===== src/rtl/spike_rate_decoder.sv =====
// Spike-train receiver: counts spikes and finds the first-spike index over
// programmable back-to-back windows, presenting results on a valid/ready port.
module spike_rate_decoder #(
  parameter int unsigned WIN_W = 8
) (
  input  logic             clk,
  input  logic             rst_n,
  input  logic             spike_in,
  input  logic             enable,
  input  logic [WIN_W-1:0] window_len,
  input  logic             out_ready,
  output logic             out_valid,
  output logic [WIN_W-1:0] spike_count,
  output logic [WIN_W-1:0] first_spike,
  output logic             overrun
);

  typedef enum logic [0:0] {StIdle, StCount} state_e;

  state_e           state_q, state_d;
  logic [WIN_W-1:0] idx_q, idx_d;
  logic [WIN_W-1:0] len_q, len_d;
  logic [WIN_W-1:0] count_q, count_d;
  logic [WIN_W-1:0] fs_q, fs_d;
  logic             found_q, found_d;

  logic             out_valid_q, out_valid_d;
  logic [WIN_W-1:0] res_count_q, res_count_d;
  logic [WIN_W-1:0] res_fs_q, res_fs_d;
  logic             overrun_q, overrun_d;

  logic             at_first;
  logic             is_last;
  logic             take;
  logic             win_end;
  logic             found_next;
  logic [WIN_W-1:0] cnt_next;
  logic [WIN_W-1:0] fs_next;
  logic [WIN_W-1:0] res_fs;

  // State register
  always_ff @(posedge clk) begin
    if (!rst_n) begin
      state_q     <= StIdle;
      idx_q       <= '0;
      len_q       <= '0;
      count_q     <= '0;
      fs_q        <= '0;
      found_q     <= 1'b0;
      out_valid_q <= 1'b0;
      res_count_q <= '0;
      res_fs_q    <= '0;
      overrun_q   <= 1'b0;
    end else begin
      state_q     <= state_d;
      idx_q       <= idx_d;
      len_q       <= len_d;
      count_q     <= count_d;
      fs_q        <= fs_d;
      found_q     <= found_d;
      out_valid_q <= out_valid_d;
      res_count_q <= res_count_d;
      res_fs_q    <= res_fs_d;
      overrun_q   <= overrun_d;
    end
  end

  // Sample decode. In StCount, idx_q == 0 marks the sample 0 of a back-to-back
  // window, which behaves exactly like a start from StIdle.
  always_comb begin
    at_first   = (state_q == StIdle) || (idx_q == '0);
    is_last    = at_first ? (window_len == WIN_W'(1)) : (idx_q == len_q - WIN_W'(1));
    take       = at_first ? (enable && (window_len != '0)) : (enable || is_last);
    win_end    = take && is_last;
    cnt_next   = (at_first ? '0 : count_q) + WIN_W'(spike_in);
    found_next = (!at_first && found_q) || spike_in;
    fs_next    = (!at_first && found_q) ? fs_q : (at_first ? '0 : idx_q);
    res_fs     = found_next ? fs_next : '1;
  end

  // Next-state process
  always_comb begin
    state_d = state_q;
    idx_d   = idx_q;
    len_d   = len_q;
    count_d = count_q;
    fs_d    = fs_q;
    found_d = found_q;
    if (!take) begin
      // Idle, or an abort: partial window is discarded.
      state_d = StIdle;
      idx_d   = '0;
      count_d = '0;
      fs_d    = '0;
      found_d = 1'b0;
    end else if (win_end) begin
      state_d = enable ? StCount : StIdle;
      idx_d   = '0;
      count_d = '0;
      fs_d    = '0;
      found_d = 1'b0;
      if (at_first) begin
        len_d = window_len;
      end
    end else begin
      state_d = StCount;
      idx_d   = idx_q + WIN_W'(1);
      count_d = cnt_next;
      fs_d    = fs_next;
      found_d = found_next;
      if (at_first) begin
        len_d = window_len;
      end
    end
  end

  // Output process: result register and handshake
  always_comb begin
    out_valid_d = out_valid_q;
    res_count_d = res_count_q;
    res_fs_d    = res_fs_q;
    overrun_d   = overrun_q;
    if (win_end && (!out_valid_q || out_ready)) begin
      out_valid_d = 1'b1;
      res_count_d = cnt_next;
      res_fs_d    = res_fs;
    end else begin
      if (win_end) begin
        overrun_d = 1'b1;
      end
      if (out_valid_q && out_ready) begin
        out_valid_d = 1'b0;
      end
    end
  end

  assign out_valid   = out_valid_q;
  assign spike_count = res_count_q;
  assign first_spike = res_fs_q;
  assign overrun     = overrun_q;

endmodule


===== config.mk =====
export PLATFORM = sky130hd
export DESIGN_NAME = spike_rate_decoder
export DESIGN_NICKNAME = d
export VERILOG_FILES = /design/src/rtl/spike_rate_decoder.sv
export SDC_FILE = /design/constraint.sdc
export NUM_CORES = 1
export LEC_CHECK = 0
export CAP_MARGIN = 20
export CELL_PAD_IN_SITES_DETAIL_PLACEMENT = 0
export CELL_PAD_IN_SITES_GLOBAL_PLACEMENT = 2
export CORE_MARGIN = 2
export CORE_UTILIZATION = 34
export DETAILED_ROUTE_END_ITERATION = 8
export GPL_TIMING_DRIVEN = 0
export PLACE_DENSITY_LB_ADDON = 0.1
export REMOVE_ABC_BUFFERS = 1
export SETUP_SLACK_MARGIN = 0.1
export SLEW_MARGIN = 40
export SYNTH_ARGS = -nofsm -noshare
export SYNTH_HDL_FRONTEND = slang
export SYNTH_SLANG_ARGS = --single-unit

===== constraint.sdc =====
create_clock -name clk -period 3.67 [get_ports clk]
set_clock_uncertainty 0.1 [all_clocks]
set_input_delay 0.9175 -clock clk [delete_from_list [all_inputs] [get_ports clk]]
set_output_delay 0.9175 -clock clk [all_outputs]
set_load 0.05 [all_outputs]

==> flow_metrics.env <==
export IMPL_seqPwrFrac_pct=56.8
export IMPL_finalSetupViolCount=0
export IMPL_fillers=788
export IMPL_path_class="in -> reg"
export IMPL_grt_setup_unrepaired="false"
export IMPL_yosysMostFrequentCell="dfxtp_1"
export IMPL_worst_ep_required_time_ns=3.78
export IMPL_syn_cell_area_sq_um=2576
export IMPL_seq_area_sq_um=1041
export IMPL_multi_input_area_sq_um=1424
export IMPL_synth_ff_type="dfxtp_1"
export IMPL_antenna_found_initial=0
export IMPL_intPower_uw=757.1
export IMPL_pwr_share_clk_pct=33.3
export IMPL_grt_max_degree=33
export IMPL_synth_top_area_share_pct=40.41
export IMPL_row_count=31
export IMPL_first_iter_violations=53
export IMPL_cts_root_buf="clkbuf_8"
export IMPL_outcome="finished, final reports clean"
export IMPL_cts_clk_slew_worst_paths_ns=0.10
export IMPL_hpwl_mm=3.948
export IMPL_min_period_ns=3.325
export IMPL_p_sw_share_pct=26.68
export IMPL_combPwrFrac_pct=9.9
export IMPL_initial_core_util_pct=35.33
export IMPL_cts_made_buffers=5
export IMPL_vias=2032
export IMPL_overflow=0
export IMPL_dieWidth_microns=91.05
export IMPL_max_freq_mhz=300.7
export IMPL_yosys_top_cells_count="52 x dfxtp_1, 39 x nor2_1, 28 x mux2i_1, 28 x nand2_1, 15 x nand3_1"
export IMPL_drive_gt1_share_pct=7.029
export IMPL_wl_per_cell_microns=13.66
export IMPL_grt_pass1_vias=1925
export IMPL_path_max_fanout=16
export IMPL_drc_errors=0
export IMPL_grt_pass1_wl_mm=9.501
export IMPL_die_area_sq_um=8289
export IMPL_antenna_left=0
export IMPL_grt_use_total_pct=14.02
export IMPL_min_path_type="reg -> reg"
export IMPL_synth_seq_area_share_pct=40.41
export IMPL_tritoncts="built"
export IMPL_cap_violations=0
export IMPL_p_leak_uw=0.001154
export IMPL_worstMarginPinSlew_ns=0.7393
export IMPL_p_switching_uw=275.6
export IMPL_cp_start_kind="input pin"
export IMPL_yosys_warnings=0
export IMPL_cp_arrival_ns=3.44
export IMPL_worstSkewPairLatency_ns=0.31
export IMPL_timing_final_hold_violations=0
export IMPL_async_reset_ff_share_pct=0
export IMPL_crit_path_end_kind="flop"
export IMPL_drt_pass1_iterations=4
export IMPL_synthDistinctLibCells=48
export IMPL_ir_worst_vdd_mv=0.1400
export IMPL_h_tree_depth=2
export IMPL_tns_ns=0
export IMPL_synthTopCellsByArea="dfxtp_1 40%, mux2i_1 11%, nor2_1 5.7%, xor2_1 4.8%, nand2_1 4.1%"
export IMPL_synth_edf_count=0
export IMPL_power_uw=1033
export IMPL_fin_nets=330
export IMPL_postRouteWirelength_mm=5.626
export IMPL_slew_viol_final=0
export IMPL_cts_sinks=52
export IMPL_maxSlewHeadroom_pct=50.65
export IMPL_antenna_cells=0
export IMPL_core_sq_um=7292
export IMPL_power_density_nw_per_um2=339.4
export IMPL_ys_ff_latch=52
export IMPL_portBuffers=30
export IMPL_avgViaCountPerCell=4.932
export IMPL_yosys_area_top_type="dfxtp_1"
export IMPL_io_pins=31
export IMPL_cts_hold_buf=0
export IMPL_clock_path_buffers=2
export IMPL_netlist_instances=290
export IMPL_die_h_microns=91.05
export IMPL_gp_congestion=0.7501
export IMPL_r2r_setup_slack_ns=0.37
export IMPL_syn_area_per_cell_sq_um=8.884
export IMPL_area_growth_pct=18.12
export IMPL_fin_crit_sh_pct=90.61
==> layer usage <==
layer  share of wire (%)  global-route usage, %  up-vias
met5                   0                      0        -
met4                0.76                  3.788        0
met3                 2.5                  2.490        5
met2                  45                  22.53       22
met1                  51                  19.34      952
li1                    -                      -     1053
==> placed cells by master (no fill, tap or decap), drive strengths merged, types with 8 or more instances in the layout <==
| master | synthesis | routed |
|---|---|---|
| dfxtp | 52 | 52 |
| o211ai | 8 | 8 |
| o21ai | 10 | 10 |
| nand3 | 17 | 17 |
| inv | 10 | 11 |
| nand2 | 28 | 28 |
| xor2 | 14 | 14 |
| clkdlybuf4s50 | 0 | 29 |
| xnor2 | 8 | 8 |
| mux2i | 28 | 28 |
| nor2 | 39 | 39 |
==> cell families (layout without fill, tap and decap cells) <==
logic type                 Yosys count  after routing  share of synthesized area [%]
and+or+nand+nor                    112            112                          21.22
DFF                                 52             52                          40.41
AOI/OAI and AO/OA                   42             42                          12.92
buffers and inverters               29             52                          4.662
muxes                               28             28                          10.88
xor gates and xnor gates            22             22                          7.480
adders and majority gates            5              5                          2.428
==> path summary, 6_finish.rpt <==
check	start	end	cells past startpoint
setup / recovery	window_len[6]	spike_count[5]	7
hold / removal	spike_count[1]	spike_count[1]	2
setup reg to reg	idx_q[0]	spike_count[5]	10
hold reg to reg	spike_count[1]	spike_count[1]	2
==> flip-flops by register name, summed over array words and instances (netlist names) <==
signal	flops
len_q	8
out_valid	1
overrun	1
found_q	1
idx_q	8
state_q	1
first_spike	8
count_q	8
fs_q	8
spike_count	8
==> power by group through the flow <==
stage	clock network (uW)	registers (uW)	logic (uW)
final	344	586	103
after floorplan	0	596	65.0
after global placement	0	600	101
after CTS	356	587	102
after global routing	379	588	117
after detailed placement	0	600	102
==> timing repair <==
item / 4_1_cts / 5_1_grt
resized for setup: 0 / 1
setup buffers: 0 / 2
hold endpoints to repair: 0 / 0
endpoints found under the setup margin: 0 / 3
==> area by class of cell <==
cell class / instances / area share (%)
Clock buffer: 5 / 2.262
Timing Repair Buffer: 34 / 10.69
Clock inverter: 3 / 0.7401
Multi-Input combinational cell: 209 / 46.79
Sequential cell: 52 / 34.21
Inverter: 10 / 1.234
Tap cell: 99 / 4.071
==> worst max-delay path, cell delays in order <==
cell and delay, ns:
clkdlybuf4s50_1 0.42, or4_1 0.59, nor4_4 0.27, nand3_2 0.13, a32oi_2 0.44, nand3_4 0.32
o41ai_1 0.34
==> per-stage QoR <==
stage | hold slack (ns) | cell area, sq um | utilization [%] | worst slack, ns | std cells
after detailed placement | 0.3522 | 2928 | 40.15 | -0.1479 | 402
after floorplan | 0.3620 | 2494 | - | 0.6861 | 271
final | 0.3645 | 3043 | 41.73 | 0.3446 | 412
after global routing | 0.3781 | 3043 | 41.73 | 0.1057 | 412
after global placement | 0.3430 | 2918 | 40.01 | -0.1792 | 400
after CTS | 0.3680 | 3019 | 41.40 | 0.1834 | 410
No activity file was read; power rests on OpenSTA's default activity.
